$ cat src/rtl/atm_pin_entry.sv
// atm_pin_entry: keypad front end for the ATM control FSM. Collects PIN digits,
// checks them against PIN_VALUE, counts failed attempts, handles lockout and
// inactivity timeout, and hands one command token per outcome downstream over
// a valid/ready handshake.
// Build option: define ATM_LOCK_RELEASE_EN to let LOCKED release itself after
// LOCK_CYCLES cycles; without it LOCKED is left only by reset.
module atm_pin_entry #(
  parameter int          PIN_DIGITS     = 4,
  parameter logic [15:0] PIN_VALUE      = 16'h1234,
  parameter int          MAX_TRIES      = 3,
  parameter int          TIMEOUT_CYCLES = 1000,
  parameter int          LOCK_CYCLES    = 5000
) (
  input  logic       clock,
  input  logic       reset,
  input  logic       card_in,
  input  logic       key_valid,
  input  logic [3:0] key_code,
  input  logic       cmd_ready,
  output logic       cmd_valid,
  output logic [2:0] cmd_out,
  output logic       locked,
  output logic [2:0] digit_count,
  output logic       busy
);

  localparam int            PW          = 4 * PIN_DIGITS;
  localparam int            TW          = $clog2(TIMEOUT_CYCLES);
  localparam logic [TW-1:0] TMO_LAST    = TW'(TIMEOUT_CYCLES - 1);
  localparam logic [2:0]    DIGITS_FULL = 3'(PIN_DIGITS);
  localparam logic [2:0]    TRIES_LIMIT = 3'(MAX_TRIES);

  localparam logic [2:0] TOK_OK      = 3'b000;
  localparam logic [2:0] TOK_BAD     = 3'b001;
  localparam logic [2:0] TOK_CANCEL  = 3'b010;
  localparam logic [2:0] TOK_LOCK    = 3'b011;
  localparam logic [2:0] TOK_TIMEOUT = 3'b100;

  typedef enum logic [2:0] {
    S_IDLE,
    S_COLLECT,
    S_CHECK,
    S_EMIT,
    S_LOCKED
  } state_t;

  state_t        state_q, state_d;
  logic [15:0]   buf_q, buf_d;
  logic [2:0]    cnt_q, cnt_d;
  logic [2:0]    tries_q, tries_d;
  logic [TW-1:0] tmo_q, tmo_d;
  logic [2:0]    tok_q, tok_d;
  logic          cmd_valid_q, cmd_valid_d;
  logic          busy_q, busy_d;
  logic          locked_q, locked_d;

`ifdef ATM_LOCK_RELEASE_EN
  localparam int            LW        = $clog2(LOCK_CYCLES + 1);
  localparam logic [LW-1:0] LOCK_LAST = LW'(LOCK_CYCLES - 1);
  logic [LW-1:0] lock_q, lock_d;
`else
  // No lock counter in this build; the parameter is only referenced here.
  logic unused_lock_cycles;
  assign unused_lock_cycles = (LOCK_CYCLES != 0);
`endif

  // Keys 0..C are real keypad activity; D..F are treated as noise.
  logic key_active;
  logic key_is_digit;
  logic pin_match;
  logic [2:0] tries_inc;

  assign key_active   = key_valid && (key_code <= 4'hC);
  assign key_is_digit = (key_code <= 4'd9);
  assign pin_match    = (buf_q[PW-1:0] == PIN_VALUE[PW-1:0]);
  assign tries_inc    = tries_q + 3'd1;

  // State register and all registered outputs; async active-low reset.
  always_ff @(posedge clock or negedge reset) begin
    if (!reset) begin
      state_q     <= S_IDLE;
      buf_q       <= '0;
      cnt_q       <= '0;
      tries_q     <= '0;
      tmo_q       <= '0;
      tok_q       <= '0;
      cmd_valid_q <= 1'b0;
      busy_q      <= 1'b0;
      locked_q    <= 1'b0;
`ifdef ATM_LOCK_RELEASE_EN
      lock_q      <= '0;
`endif
    end else begin
      state_q     <= state_d;
      buf_q       <= buf_d;
      cnt_q       <= cnt_d;
      tries_q     <= tries_d;
      tmo_q       <= tmo_d;
      tok_q       <= tok_d;
      cmd_valid_q <= cmd_valid_d;
      busy_q      <= busy_d;
      locked_q    <= locked_d;
`ifdef ATM_LOCK_RELEASE_EN
      lock_q      <= lock_d;
`endif
    end
  end

  // Next-state, datapath updates and next values of the registered outputs.
  always_comb begin
    state_d = state_q;
    buf_d   = buf_q;
    cnt_d   = cnt_q;
    tries_d = tries_q;
    tmo_d   = tmo_q;
    tok_d   = tok_q;
`ifdef ATM_LOCK_RELEASE_EN
    lock_d  = lock_q;
`endif
    case (state_q)
      S_IDLE: begin
        if (card_in) begin
          state_d = S_COLLECT;
          buf_d   = '0;
          cnt_d   = '0;
          tries_d = '0;
          tmo_d   = '0;
        end
      end
      S_COLLECT: begin
        // Card removal beats any key arriving in the same cycle.
        if (!card_in) begin
          tok_d   = TOK_CANCEL;
          state_d = S_EMIT;
        end else if (key_active) begin
          tmo_d = '0;
          if (key_is_digit) begin
            if (cnt_q < DIGITS_FULL) begin
              buf_d = {buf_q[11:0], key_code};
              cnt_d = cnt_q + 3'd1;
            end
          end else if (key_code == 4'hA) begin
            buf_d = '0;
            cnt_d = '0;
          end else if (key_code == 4'hB) begin
            if (cnt_q == DIGITS_FULL) begin
              state_d = S_CHECK;
            end
          end else begin
            tok_d   = TOK_CANCEL;
            state_d = S_EMIT;
          end
        end else if (tmo_q == TMO_LAST) begin
          tok_d   = TOK_TIMEOUT;
          state_d = S_EMIT;
        end else begin
          tmo_d = tmo_q + TW'(1);
        end
      end
      S_CHECK: begin
        state_d = S_EMIT;
        if (pin_match) begin
          tries_d = '0;
          tok_d   = TOK_OK;
        end else begin
          tries_d = tries_inc;
          tok_d   = (tries_inc == TRIES_LIMIT) ? TOK_LOCK : TOK_BAD;
        end
      end
      S_EMIT: begin
        if (cmd_ready) begin
          case (tok_q)
            TOK_BAD: begin
              state_d = S_COLLECT;
              buf_d   = '0;
              cnt_d   = '0;
              tmo_d   = '0;
            end
            TOK_LOCK: begin
              state_d = S_LOCKED;
`ifdef ATM_LOCK_RELEASE_EN
              lock_d  = '0;
`endif
            end
            default: state_d = S_IDLE;
          endcase
        end
      end
      S_LOCKED: begin
`ifdef ATM_LOCK_RELEASE_EN
        if (lock_q == LOCK_LAST) begin
          state_d = S_IDLE;
          tries_d = '0;
        end else begin
          lock_d = lock_q + LW'(1);
        end
`endif
      end
      default: state_d = S_IDLE;
    endcase

    // Outputs are registered from the state being entered.
    cmd_valid_d = (state_d == S_EMIT);
    busy_d      = (state_d != S_IDLE);
    locked_d    = (state_d == S_LOCKED);
  end

  assign cmd_valid   = cmd_valid_q;
  assign cmd_out     = tok_q;
  assign locked      = locked_q;
  assign digit_count = cnt_q;
  assign busy        = busy_q;

endmodule

$ cat config.mk
export PLATFORM = sky130hd
export DESIGN_NAME = atm_pin_entry
export DESIGN_NICKNAME = d
export VERILOG_FILES = /design/src/rtl/atm_pin_entry.sv
export SDC_FILE = /design/constraint.sdc
export NUM_CORES = 1
export LEC_CHECK = 0
export ABC_AREA = 1
export BUFFER_PORTS_ARGS = -buffer_cell sky130_fd_sc_hd__buf_2
export CORE_AREA = 2 2 83 85
export DETAILED_ROUTE_END_ITERATION = 16
export DIE_AREA = 0 0 85 87
export PLACE_DENSITY = 0.67
export SLEW_MARGIN = 30
export SYNTH_ARGS = -nofsm -noshare
export SYNTH_HDL_FRONTEND = slang
export SYNTH_SLANG_ARGS = --single-unit
$ cat constraint.sdc
create_clock -name clock -period 3.3 [get_ports clock]
set_input_delay 0.66 -clock clock [delete_from_list [all_inputs] [get_ports clock]]
set_output_delay 0.66 -clock clock [all_outputs]
set_load 0.02 [all_outputs]
==> summary.txt, run 1 <==
Cells and area
  • Final instance area: ~0.0027 mm²
  • Number of diodes: 0
  • Synthesis-to-layout area growth: 6.88%
  • Layout filler cell count: 684
  • Multi-input combinational cell area: 0.00125 mm²
  • Final net count: 386
  • Register Area: 0.00103 mm²
  • Leading cell type in the layout, fill and taps excluded: nand2_1
  • Fraction of layout cells with a size suffix above 1: a little over an eighth
  • Commonest cells after routing, fill and taps aside: nand2_1, nor2_1, dfrtp_1

Power and ir drop
  • Int Power: around 990 µW
  • Static leakage: 0.00144 µW
  • Sw Ratio: 46.3%
  • Peak VDD IR: 0.407 mV
  • Power Density: 675 mW/mm²
  • Clock power share: 18.4%
  • Seq pwr share: between 30% and 40%
  • Combinational power share: a little over two fifths
  • NetSw: 851 µW

Synth
  • Largest family of logic cells by synthesized area: simple AND/OR/NAND/NOR gates
  • Compound-cell area share of the yosys netlist: 2.70%
  • Synth top area share: 40.3%
  • Yosys cell types: 28
  • Adder-Cell Fraction of Synth Area: 2.46%
  • Mux cell area share after synthesis: 0%
  • Cell Area, Synth: 0.00255 mm²
  • Register area share after synthesis: between 40% and 50%
  • Syn Area/Cell: 7.09 µm²
  • Mapped Cells: 359
  • Area contributors post-synth: dfrtp_1, nand2_1, nor2_1
  • Number of flops mapped to enable cells by yosys: 0
  • Async SR Flop Fraction: 100%
  • FF+latch count, synth: between 40 and 50
  • Cell accounting for the most synthesized area: dfrtp_1
  • Yosys warnings: 0
  • Post-synthesis xor/xnor area fraction: less than 1%
  • Synthesized Nets: roughly 370
  • Commonest register cell after synthesis: dfrtp_1
  • Post-synthesis simple-gate area fraction: 43.4%

Setup path
  • Critical path arrival: 2.29 ns
  • R2r startpoint: state_q[1]$_DFF_PN0_
  • Top cell by count, worst path: nand2_1
  • R2R Setup Slk: 1.22 ns
  • FF-to-FF path depth: 9
  • Worst EP required: around 3.5 ns
  • Worst reg2reg path endpoint: buf_q[5]$_DFFE_PN0P_
  • Worst setup EP type: flop
  • Crit Path Class: input port to flop
  • Critical-path cell list: buf_2, nand2_1, inv_1, nand2_1, nand2_1, nand2_2, o21ai_2, inv_2, nand2_4, nand2_1, nand2_1
  • Worst setup SP type: input port
  • Critical Path Fanout Max: 20
  • Slowest CP cell: inv_2
  • Slowest Stage Delay on Critical Path: 0.34 ns

Timing
  • Clock Skew: between 0.004 and 0.005 ns
  • Worst-margin pin slew: 0.530 ns
  • Slew Limit Fails: 0
  • Hold Violations, Final: 0
  • Sum of negative setup slack: 0 ns
  • Slew margin rel.: between 60% and 70%
  • Max Freq: 477 MHz
  • Final min period: 2.10 ns
  • Final worst path period share: between 60% and 70%
  • RSZ-0062 raised after global routing: no
  • Final hold slack: 0.334 ns
  • Endpoints failing setup: 0
  • Worst Slack Setup Final: about 1.2 ns

Floorplan
  • Die Area: 0.00740 mm²
  • Height of the chip: 87 µm
  • Die width: 85 µm
  • Cell Rows: 30
  • Initial Utilization: 38.8%
  • Boundary Pins: 18
  • Core Area: between 0.006 and 0.007 mm²

Status
  • Status: completed

Clocking
  • Cts repair resizes: 0
  • Reg clk slew, reported paths: 0.08 ns
  • TritonCTS clock tree: done
  • Post-CTS Hold Fix Bufs: 0
  • CTS Sinks: 41
  • Worst-Skew Late Latency: 0.29 ns
  • CTS Buf Count: 5
  • H-tree Lvls: 2
  • Postcts setup bufs: 0
  • Clock buffer depth: 2
  • Root Buffer: clkbuf_8

Route
  • DRC violations left: 0
  • DR pass1 iterations: 4
  • DR vias/cell: between 4 and 5
  • DR vias: approximately 2200
  • Initial DRC count: 146
  • Detail Route Antenna Nets: 0
  • DRT Wirelength: 5.24 mm
  • Drt wl/cell: 11.6 µm

Global routing
  • First-pass GRT wire length: 9.45 mm
  • Overflow after GRT: 0
  • Vias in the first global route: 2111
  • Pin count of the biggest net entering global routing: 42
  • GRT Total Usage: between 15 and 20%
  • Initial antenna violation count: 0

Placement
  • Pre-CTS WS: 0.906 ns
  • Gpl congestion: 0.824
  • Placed inst area: 0.00263 mm²
  • Number of port buffers: 17
  • DP HPWL: approximately 3.7 mm

Run
  • Max-cap viol count: 0

Worst hold path
  • Hold Path Class: input port to asynchronous set/reset pin
[routing by layer]
layer	track usage, %	part of all wire, %	vias up
li1	-	-	1133
met1	21.7	49	1014
met2	24.5	46	29
met3	3.51	3.3	10
met4	4.76	1.6	0
met5	0	0	-
[critical path, delay by kind of cell]
family | cells | cell delay [ns]
AOI/OAI and AO/OA | 1 | 0.07
buffers and inverters | 3 | 0.51
and+or+nand+nor | 7 | 1.04
[state kept, by name (all words and copies together), names as in the netlist]
register / flops
digit_count: 3
state_q: 3
tries_q: 3
tmo_q: 10
busy: 1
locked: 1
buf_q: 16
cmd_valid: 1
cmd_out: 3
[Yosys cell counts, types with 3 or more instances]
master and instances:
nand2_1 124, ha_1 5, nor2_1 52, nand3_2 11, a21oi_1 3, o21ai_1 4, nand2_2 5, buf_6 3
nand3_1 37, inv_1 38, o21ai_0 5, nor3_1 3, dfrtp_1 41, nand4_1 5
[worst max-delay path by stage]
stage,to,start,slack (ns)
after CTS,buf_q[1]$_DFFE_PN0P_,state_q[1]$_DFF_PN0_,1.22
final,buf_q[5]$_DFFE_PN0P_,key_code[2],1.20
after global routing,digit_count[2]$_DFFE_PN0P_,state_q[1]$_DFF_PN0_,1.01
after detailed placement,buf_q[15]$_DFFE_PN0P_,key_code[3],0.91
after floorplan,digit_count[2]$_DFFE_PN0P_,key_code[3],1.73
after global placement,buf_q[2]$_DFFE_PN0P_,key_code[3],0.97
[through the flow]
step | utilization (%) | instances | power [µW]
finish | 41.4 | 452 | 1840
global route | 41.4 | 452 | 1990
CTS | 41.4 | 452 | 1860
detailed placement | 40.0 | 445 | 1520
global placement | 40.0 | 445 | 1500
floorplan | - | 359 | 1410
[power by group through the flow]
stage / Combinational (µW) / Sequential (µW) / Clock [µW]
floorplan: 669 / 743 / 0
global placement: 786 / 713 / 0
detailed placement: 801 / 716 / 0
CTS: 802 / 706 / 354
global route: 898 / 725 / 372
finish: 791 / 706 / 338
[cells by family after synthesis]
kind of cell,after synthesis
compound gates,13
xor+xnor,2
fa+ha+maj,5
buf+inv,53
flops,41
simple gates,245
[layout make-up]
class                   instances  share of cell area (%)
multi-input cells             265                    46.1
flip-flops and latches         41                    37.7
inverters                      42                    5.98
clock buffers                   6                    3.03
repair buffers                 17                    3.22
clock inverters                 1                   0.276
well taps                      80                    3.68
(Power assumes the default switching activity.)
==> run 2: changes to the inputs <==
--- a/config.mk
+++ b/config.mk
@@ -10,7 +10,7 @@
 export CORE_AREA = 2 2 83 85
 export DETAILED_ROUTE_END_ITERATION = 16
 export DIE_AREA = 0 0 85 87
-export PLACE_DENSITY = 0.67
+export PLACE_DENSITY = 0.69
 export SLEW_MARGIN = 30
 export SYNTH_ARGS = -nofsm -noshare
 export SYNTH_HDL_FRONTEND = slang
==> constraint.sdc (replaced) <==
create_clock -name clock -period 1.77 [get_ports clock]
set_input_delay 0.354 -clock clock [delete_from_list [all_inputs] [get_ports clock]]
set_output_delay 0.354 -clock clock [all_outputs]
set_load 0.02 [all_outputs]
==> run 2 against run 1 <==
Net effect: largest power group unchanged; cell count rose by 3.1%; critical path depth shrank 2; register-to-register slack got worse by 1.0 ns; flip-flop and latch count unchanged; largest cell class unchanged; critical endpoint is now tmo_q[7]$_DFFE_PN0P_; total power rose by 97%.
==> summary.txt, run 2 (synthesized netlist as in run 1, its figures left out) <==
Status
  • Status: completed (unchanged)

Clocking
  • Reg clk slew, reported paths: 0.08 ns (about the same)
  • Root Buffer: clkbuf_8 (unchanged)
  • Post-CTS Hold Fix Bufs: 0 (unchanged)
  • Clock buffer depth: 2 (unchanged)
  • CTS Sinks: 41 (unchanged)
  • TritonCTS clock tree: done (unchanged)
  • CTS Buf Count: 5 (unchanged)
  • Worst-Skew Late Latency: 0.29 ns (about the same)
  • H-tree Lvls: 2 (unchanged)

Cells and area
  • Layout filler cell count: 671 (was 684)
  • Leading cell type in the layout, fill and taps excluded: nand2_1 (unchanged)
  • Number of diodes: 0 (unchanged)
  • Registers with the most flip-flops: buf_q x16, tmo_q x10 (unchanged)
  • Top reg by flops: buf_q (unchanged)
  • Commonest cells after routing, fill and taps aside: nand2_1, nor2_1, dfrtp_1 (unchanged)
  • Final net count: 399 (was 386)
  • Number of flip-flops in the largest register: 16 (unchanged)
  • Synthesis-to-layout area growth: 11.1% (was 6.88%)
  • Fraction of layout cells with a size suffix above 1: 17.4% (was 13.7%)

Timing
  • Final worst path period share: 89.5%
  • Max Freq: roughly 630 MHz
  • Slew Limit Fails: 0 (unchanged)
  • Clock Skew: 0.00693 ns (was 0.00436 ns)
  • RSZ-0062 raised after global routing: no (unchanged)
  • Worst Slack Setup Final: 0.186 ns (was 1.20 ns)
  • Sum of negative setup slack: 0 ns (unchanged)
  • Final min period: around 1.6 ns
  • Slew margin rel.: 69.2% (was 64.7%)
  • Endpoints failing setup: 0 (unchanged)
  • Hold Violations, Final: 0 (unchanged)
  • Worst-margin pin slew: 0.461 ns (was 0.530 ns)

Setup path
  • Worst EP required: 1.96 ns (was 3.49 ns)
  • Crit Path Class: flop to flop (was input port to flop)
  • Slowest CP cell: dfrtp_2 (was inv_2)
  • Worst setup SP type: flop (was input port)
  • Top cell by count, worst path: nand2_1 (unchanged)
  • Critical path arrival: 1.78 ns (was 2.29 ns)
  • Crit path buffers/inverters: 1 (was 3)
  • Slowest Stage Delay on Critical Path: 0.42 ns (was 0.34 ns)
  • Critical-path cell list: ha_1, nand2_1, nor2_1, nand3_1, nor2_2, nor2_4, buf_4, nand2_1, nand2_1 (was buf_2, nand2_1, inv_1, nand2_1, nand2_1, nand2_2, o21ai_2, inv_2, nand2_4, nand2_1, nand2_1)
  • Worst setup EP type: flop (unchanged)
  • CP top delay family: simple AND/OR/NAND/NOR gates (unchanged)
  • Critical Path Fanout Max: 7 (was 20)

Route
  • Routed met1 length: 2.58 mm (was 2.59 mm)
  • Initial DRC count: 92 (was 146)
  • Detail Route Antenna Nets: 0 (unchanged)
  • Routed wl met2: 2.43 mm (was 2.39 mm)
  • DRT Wirelength: 5.32 mm (was 5.24 mm)
  • Drt wl/cell: 11.4 µm (was 11.6 µm)
  • DRC violations left: 0 (unchanged)
  • DR vias/cell: 4.75 (was 4.84)
  • DR vias: 2213 (was 2186)
  • Metal3 WL: 230 µm (was 172 µm)
  • DR pass1 iterations: 4 (unchanged)
  • Top Layer Used: met4 (unchanged)

Global routing
  • Overflow after GRT: 0 (unchanged)
  • Vias in the first global route: 2103 (was 2111)
  • Initial antenna violation count: 0 (unchanged)
  • First-pass GRT wire length: 9.57 mm (was 9.45 mm)
  • GRT Total Usage: 16.0% (was 15.7%)
  • Pin count of the biggest net entering global routing: 25 (was 42)

Placement
  • Gpl congestion: 0.843 (was 0.824)
  • Pre-CTS WS: 0.0688 ns (was 0.906 ns)
  • DP HPWL: 4.05 mm (was 3.74 mm)
  • Number of port buffers: 17 (unchanged)

Floorplan
  • Cell Rows: 30 (unchanged)
  • Die Area: 0.00740 mm² (unchanged)
  • Initial Utilization: 38.8% (unchanged)
  • Core Area: 0.00657 mm² (unchanged)
  • Height of the chip: 87 µm (unchanged)
  • Boundary Pins: 18 (unchanged)
  • Die width: 85 µm (unchanged)

Power and ir drop
  • Peak VDD IR: 0.597 mV (was 0.407 mV)
  • Power Density: 1280 mW/mm² (was 675 mW/mm²)
  • Static leakage: 0.00151 µW (was 0.00144 µW)

Worst hold path
  • Hold Path Class: input port to asynchronous set/reset pin (unchanged)

Run
  • Max-cap viol count: 0 (unchanged)
[run 2: metrics by stage]
| step | cell area, µm² | instances | util (%) | total power (µW) | hold slack, ns |
|---|---|---|---|---|---|
| after floorplan | 2550 | 359 | - | 2630 | 0.0584 |
| after CTS | 2800 | 463 | 42.7 | 3610 | 0.000460 |
| after global placement | 2720 | 455 | 41.4 | 2950 | 0.319 |
| after detailed placement | 2720 | 455 | 41.4 | 2980 | 0.331 |
| after global routing | 2830 | 466 | 43.1 | 3920 | 0.0191 |
| final | 2830 | 466 | 43.1 | 3610 | 0.000785 |
[run 2: cell type report]
| class | count | area, µm² | share of cell area, % |
|---|---|---|---|
| clock buffers | 5 | 68.8 | 2.43 |
| clock inverters | 3 | 17.5 | 0.619 |
| multi-input cells | 265 | 1260 | 44.4 |
| repair buffers | 30 | 195 | 6.90 |
| well taps | 80 | 100 | 3.54 |
| flip-flops and latches | 41 | 1030 | 36.3 |
| inverters | 42 | 163 | 5.75 |
[run 2: repair_timing]
action | in CTS | in global routing
endpoints found under the setup margin | 0 | 7
gates resized for setup | 0 | 2
endpoints found under the hold margin | 0 | 0
setup buffers | 0 | 3
[run 2: path summary, 6_finish.rpt]
check                           slack (ns)  cells after the start             startpoint                    endpoint
worst max-delay path                  0.19                      9   tmo_q[0]$_DFFE_PN0P_        tmo_q[7]$_DFFE_PN0P_
worst min-delay path                0.0008                      1                  reset  digit_count[2]$_DFFE_PN0P_
worst max register to register        0.19                      9   tmo_q[0]$_DFFE_PN0P_        tmo_q[7]$_DFFE_PN0P_
worst min register to register        0.48                      2  buf_q[13]$_DFFE_PN0P_       buf_q[13]$_DFFE_PN0P_
max in group asynchronous             1.29                      2                  reset        state_q[1]$_DFF_PN0_
min in group clock                    0.38                      4            key_code[3]        buf_q[1]$_DFFE_PN0P_
[run 2: per-layer routing]
layer	global-route usage [%]	vias up
met5	0	-
met4	6.20	0
met3	3.51	9
met2	25.4	48
met1	21.4	994
li1	-	1162
[run 2: report_power, final]
| group | internal, µW | total, µW | switching, µW |
|---|---|---|---|
| Sequential | 1140 | 1320 | 187 |
| Clock | 272 | 604 | 332 |
| Combinational | 552 | 1680 | 1130 |
| Total | 1960 | 3610 | 1650 |
==> run 3: changes to the inputs <==
--- a/config.mk
+++ b/config.mk
@@ -5,11 +5,10 @@
 export SDC_FILE = /design/constraint.sdc
 export NUM_CORES = 1
 export LEC_CHECK = 0
-export ABC_AREA = 1
 export BUFFER_PORTS_ARGS = -buffer_cell sky130_fd_sc_hd__buf_2
-export CORE_AREA = 2 2 83 85
+export CORE_AREA = 2 2 77 79
 export DETAILED_ROUTE_END_ITERATION = 16
-export DIE_AREA = 0 0 85 87
+export DIE_AREA = 0 0 79 81
 export PLACE_DENSITY = 0.69
 export SLEW_MARGIN = 30
 export SYNTH_ARGS = -nofsm -noshare
==> run 3 against run 2 <==
Net effect: largest power group unchanged; area after synthesis shrank 15%; total power is 8.2% lower; critical endpoint is now tmo_q[0]$_DFFE_PN0P_; maximum frequency is 6.6% lower; via count down 20%; the run now ends with hold timing left; setup slack worse by 0.11 ns; routed wire length down 10%.
==> summary.txt, run 3 <==
Power and ir drop
  • Seq pwr share: 37.2% (was 36.6%)
  • Power Density: 1250 mW/mm² (was 1280 mW/mm²)
  • Static leakage: 0.00121 µW (was 0.00151 µW)
  • Peak VDD IR: 0.572 mV (was 0.597 mV)
  • NetSw: 1210 µW (was 1650 µW)
  • Int Power: 2100 µW (was 1960 µW)
  • Clock power share: 18.0% (was 16.8%)
  • Combinational power share: 44.9% (was 46.6%)
  • Sw Ratio: 36.6% (was 45.7%)

Floorplan
  • Height of the chip: 81 µm (was 87 µm)
  • Initial Utilization: 38.3% (was 38.8%)
  • Cell Rows: 28 (was 30)
  • Die width: 79 µm (was 85 µm)
  • Core Area: 0.00568 mm² (was 0.00657 mm²)
  • Die Area: 0.00640 mm² (was 0.00740 mm²)
  • Boundary Pins: 18 (unchanged)

Synth
  • Yosys cell types: 52 (was 28)
  • FF+latch count, synth: 41 (unchanged)
  • Cell Area, Synth: 0.00217 mm² (was 0.00255 mm²)
  • Mapped Cells: 207 (was 359)
  • Cell accounting for the most synthesized area: dfrtp_1 (unchanged)
  • Post-synthesis xor/xnor area fraction: 0% (was 0.688%)
  • Mux cell area share after synthesis: 1.04% (was 0%)
  • Synthesized Nets: 221 (was 373)
  • Commonest register cell after synthesis: dfrtp_1 (unchanged)
  • Area contributors post-synth: dfrtp_1, a22o_1, ha_1 (was dfrtp_1, nand2_1, nor2_1)
  • Post-synthesis simple-gate area fraction: 18.1% (was 43.4%)
  • Compound-cell area share of the yosys netlist: 24.3% (was 2.70%)
  • Syn Area/Cell: 10.5 µm² (was 7.09 µm²)
  • Commonest cells in the netlist: dfrtp_1, a22o_1, inv_1, o21ai_0, nand2_1 (was nand2_1, nor2_1, dfrtp_1, inv_1, nand3_1)
  • Largest family of logic cells by synthesized area: compound AO/OA/AOI/OAI gates (was simple AND/OR/NAND/NOR gates)
  • Number of flops mapped to enable cells by yosys: 0 (unchanged)
  • Count leader, synth: dfrtp_1 (was nand2_1)
  • Register area share after synthesis: 47.2% (was 40.3%)
  • Yosys warnings: 0 (unchanged)
  • Adder-Cell Fraction of Synth Area: 2.88% (was 2.46%)
  • Synth top area share: 47.2% (was 40.3%)
  • Async SR Flop Fraction: 100% (unchanged)

Run
  • Max-cap viol count: 0 (unchanged)

Clocking
  • H-tree Lvls: 2 (unchanged)
  • Worst-Skew Late Latency: 0.29 ns (about the same)
  • Root Buffer: clkbuf_8 (unchanged)
  • TritonCTS clock tree: done (unchanged)
  • Reg clk slew, reported paths: 0.08 ns (about the same)
  • CTS Buf Count: 5 (unchanged)
  • Clock buffer depth: 2 (unchanged)
  • CTS Sinks: 41 (unchanged)

Timing
  • Worst-margin pin slew: 0.459 ns (was 0.461 ns)
  • Final hold slack: -0.00278 ns (was 0.000785 ns)
  • Clock Skew: 0.00898 ns (was 0.00693 ns)
  • Slew Limit Fails: 0 (unchanged)
  • Max Freq: 590 MHz (was 631 MHz)
  • Slew margin rel.: 69.4% (was 69.2%)
  • Hold Violations, Final: 5 (was 0)
  • Final worst path period share: 95.8% (was 89.5%)
  • Endpoints failing setup: 0 (unchanged)
  • Final min period: 1.70 ns (was 1.58 ns)
  • Sum of negative setup slack: 0 ns (unchanged)

Cells and area
  • Layout filler cell count: 538 (was 671)
  • Synthesis-to-layout area growth: 22.3% (was 11.1%)
  • Top reg by flops: buf_q (unchanged)
  • Number of flip-flops in the largest register: 16 (unchanged)
  • Fraction of layout cells with a size suffix above 1: 30.3% (was 17.4%)
  • Registers with the most flip-flops: buf_q x16, tmo_q x10 (unchanged)
  • Commonest cells after routing, fill and taps aside: dfrtp_1, buf_4, a22o_1 (was nand2_1, nor2_1, dfrtp_1)
  • Leading cell type in the layout, fill and taps excluded: dfrtp_1 (was nand2_1)
  • Register Area: 0.00103 mm² (unchanged)
  • Number of diodes: 0 (unchanged)
  • Final core utilization: 46.8% (was 43.1%)
  • Final net count: 264 (was 399)
  • Multi-input combinational cell area: 0.00106 mm² (was 0.00126 mm²)

Global routing
  • Initial antenna violation count: 0 (unchanged)
  • Overflow after GRT: 0 (unchanged)
  • GRT Total Usage: 15.8% (was 16.0%)
  • Vias in the first global route: 1737 (was 2103)
  • Pin count of the biggest net entering global routing: 24 (was 25)
  • First-pass GRT wire length: 7.97 mm (was 9.57 mm)

Status
  • Failing checks: hold timing
  • Status: finished, violations left (was completed)

Setup path
  • R2r startpoint: tmo_q[0]$_DFFE_PN0P_ (unchanged)
  • Critical Path Fanout Max: 4 (was 7)
  • Critical path arrival: 1.93 ns (was 1.78 ns)
  • Crit path buffers/inverters: 0 (was 1)
  • Crit path depth: 5 (was 9)
  • Worst reg2reg path endpoint: tmo_q[0]$_DFFE_PN0P_ (was tmo_q[7]$_DFFE_PN0P_)
  • Worst EP required: 2.00 ns (was 1.96 ns)
  • Slowest CP cell: or4_4 (was dfrtp_2)
  • FF-to-FF path depth: 5 (was 9)
  • Worst setup SP type: flop (unchanged)
  • Critical-path cell list: ha_2, nand4_1, or4_4, o21ai_1, mux2_2 (was ha_1, nand2_1, nor2_1, nand3_1, nor2_2, nor2_4, buf_4, nand2_1, nand2_1)
  • CP top delay family: simple AND/OR/NAND/NOR gates (unchanged)
  • Worst setup EP type: flop (unchanged)
  • R2R Setup Slk: 0.07 ns (was 0.19 ns)
  • Slowest Stage Delay on Critical Path: 0.57 ns (was 0.42 ns)
  • Crit Path Class: flop to flop (unchanged)

Route
  • Initial DRC count: 111 (was 92)
  • DRT Wirelength: 4.78 mm (was 5.32 mm)
  • Detail Route Antenna Nets: 0 (unchanged)
  • DR vias/cell: 5.46 (was 4.75)
  • Drt wl/cell: 14.7 µm (was 11.4 µm)
  • DRC violations left: 0 (unchanged)
  • DR pass1 iterations: 4 (unchanged)
  • DR vias: 1779 (was 2213)

Placement
  • Gpl congestion: 0.893 (was 0.843)
  • Number of port buffers: 17 (unchanged)
  • DP HPWL: 3.52 mm (was 4.05 mm)

Worst hold path
  • Hold Path Class: input port to asynchronous set/reset pin (unchanged)
-- run 3: changes by cell type in the layout (fill, tap and decap cells not counted), moves of 16 or more --
cell     before  now
nand2_1     124   10
nor2_1       51    7
a22o_1        0   18
inv_1        38   14
buf_4        12   28
nand3_1      37    9
-- run 3: what timing repair did --
action,in CTS,in global routing
setup endpoints to repair,5,28
gates cloned,0,0
buffers inserted,0,4
resized for setup,0,11
hold buffers,0,0
pin swaps,0,3
-- run 3: cell families after synthesis --
group	Yosys count
compound gates	69
mux	2
simple gates	65
flops	41
fa+ha+maj	5
buf+inv	25
-- run 3: layout make-up --
cell class	instances	area share, %
repair buffers	47	12.6
clock buffers	5	2.59
clock inverters	3	0.659
well taps	75	3.53
multi-input cells	141	40.0
flip-flops and latches	41	38.7
inverters	14	1.98
-- run 3: per-layer routing --
layer | track usage (%) | vias to the layer above | part of all wire (%) | wire (µm)
met5 | 0 | - | 0 | 0
met4 | 5.34 | 0 | 1.5 | 72
met3 | 3.00 | 8 | 3.7 | 177
met2 | 25.7 | 42 | 48 | 2310
met1 | 21.4 | 859 | 46 | 2220
li1 | - | 870 | - | -
-- run 3: worst max-delay path by stage --
stage / from / endpoint
after floorplan: key_code[3] / digit_count[1]$_DFFE_PN0P_
after global placement: tmo_q[0]$_DFFE_PN0P_ / tmo_q[0]$_DFFE_PN0P_
after detailed placement: tmo_q[0]$_DFFE_PN0P_ / cmd_out[1]$_DFFE_PN0P_
after CTS: tmo_q[0]$_DFFE_PN0P_ / cmd_out[1]$_DFFE_PN0P_
after global routing: state_q[1]$_DFF_PN0_ / tmo_q[7]$_DFFE_PN0P_
final: tmo_q[0]$_DFFE_PN0P_ / tmo_q[0]$_DFFE_PN0P_
-- run 3: power groups by stage --
stage          clock, µW  sequential (µW)  combinational [µW]
3_5_place_dp           0             1240                1330
6_report             595             1230                1490
3_3_place_gp           0             1230                1310
2_1_floorplan          0             1290                 809
5_1_grt              651             1250                1640
4_1_cts              613             1220                1340
-- run 3: metrics by stage --
step                instance area (µm²)  total power [µW]  worst slack (ns)  cells  hold slack (ns)
floorplan                          2170              2100            0.0542    207           0.0584
global placement                   2480              2540            0.0112    314            0.329
detailed placement                 2480              2570           -0.0266    314            0.334
CTS                                2570              3170           -0.0467    322           0.0115
global route                       2660              3540          -0.00941    326           0.0267
finish                             2660              3310            0.0739    326         -0.00278
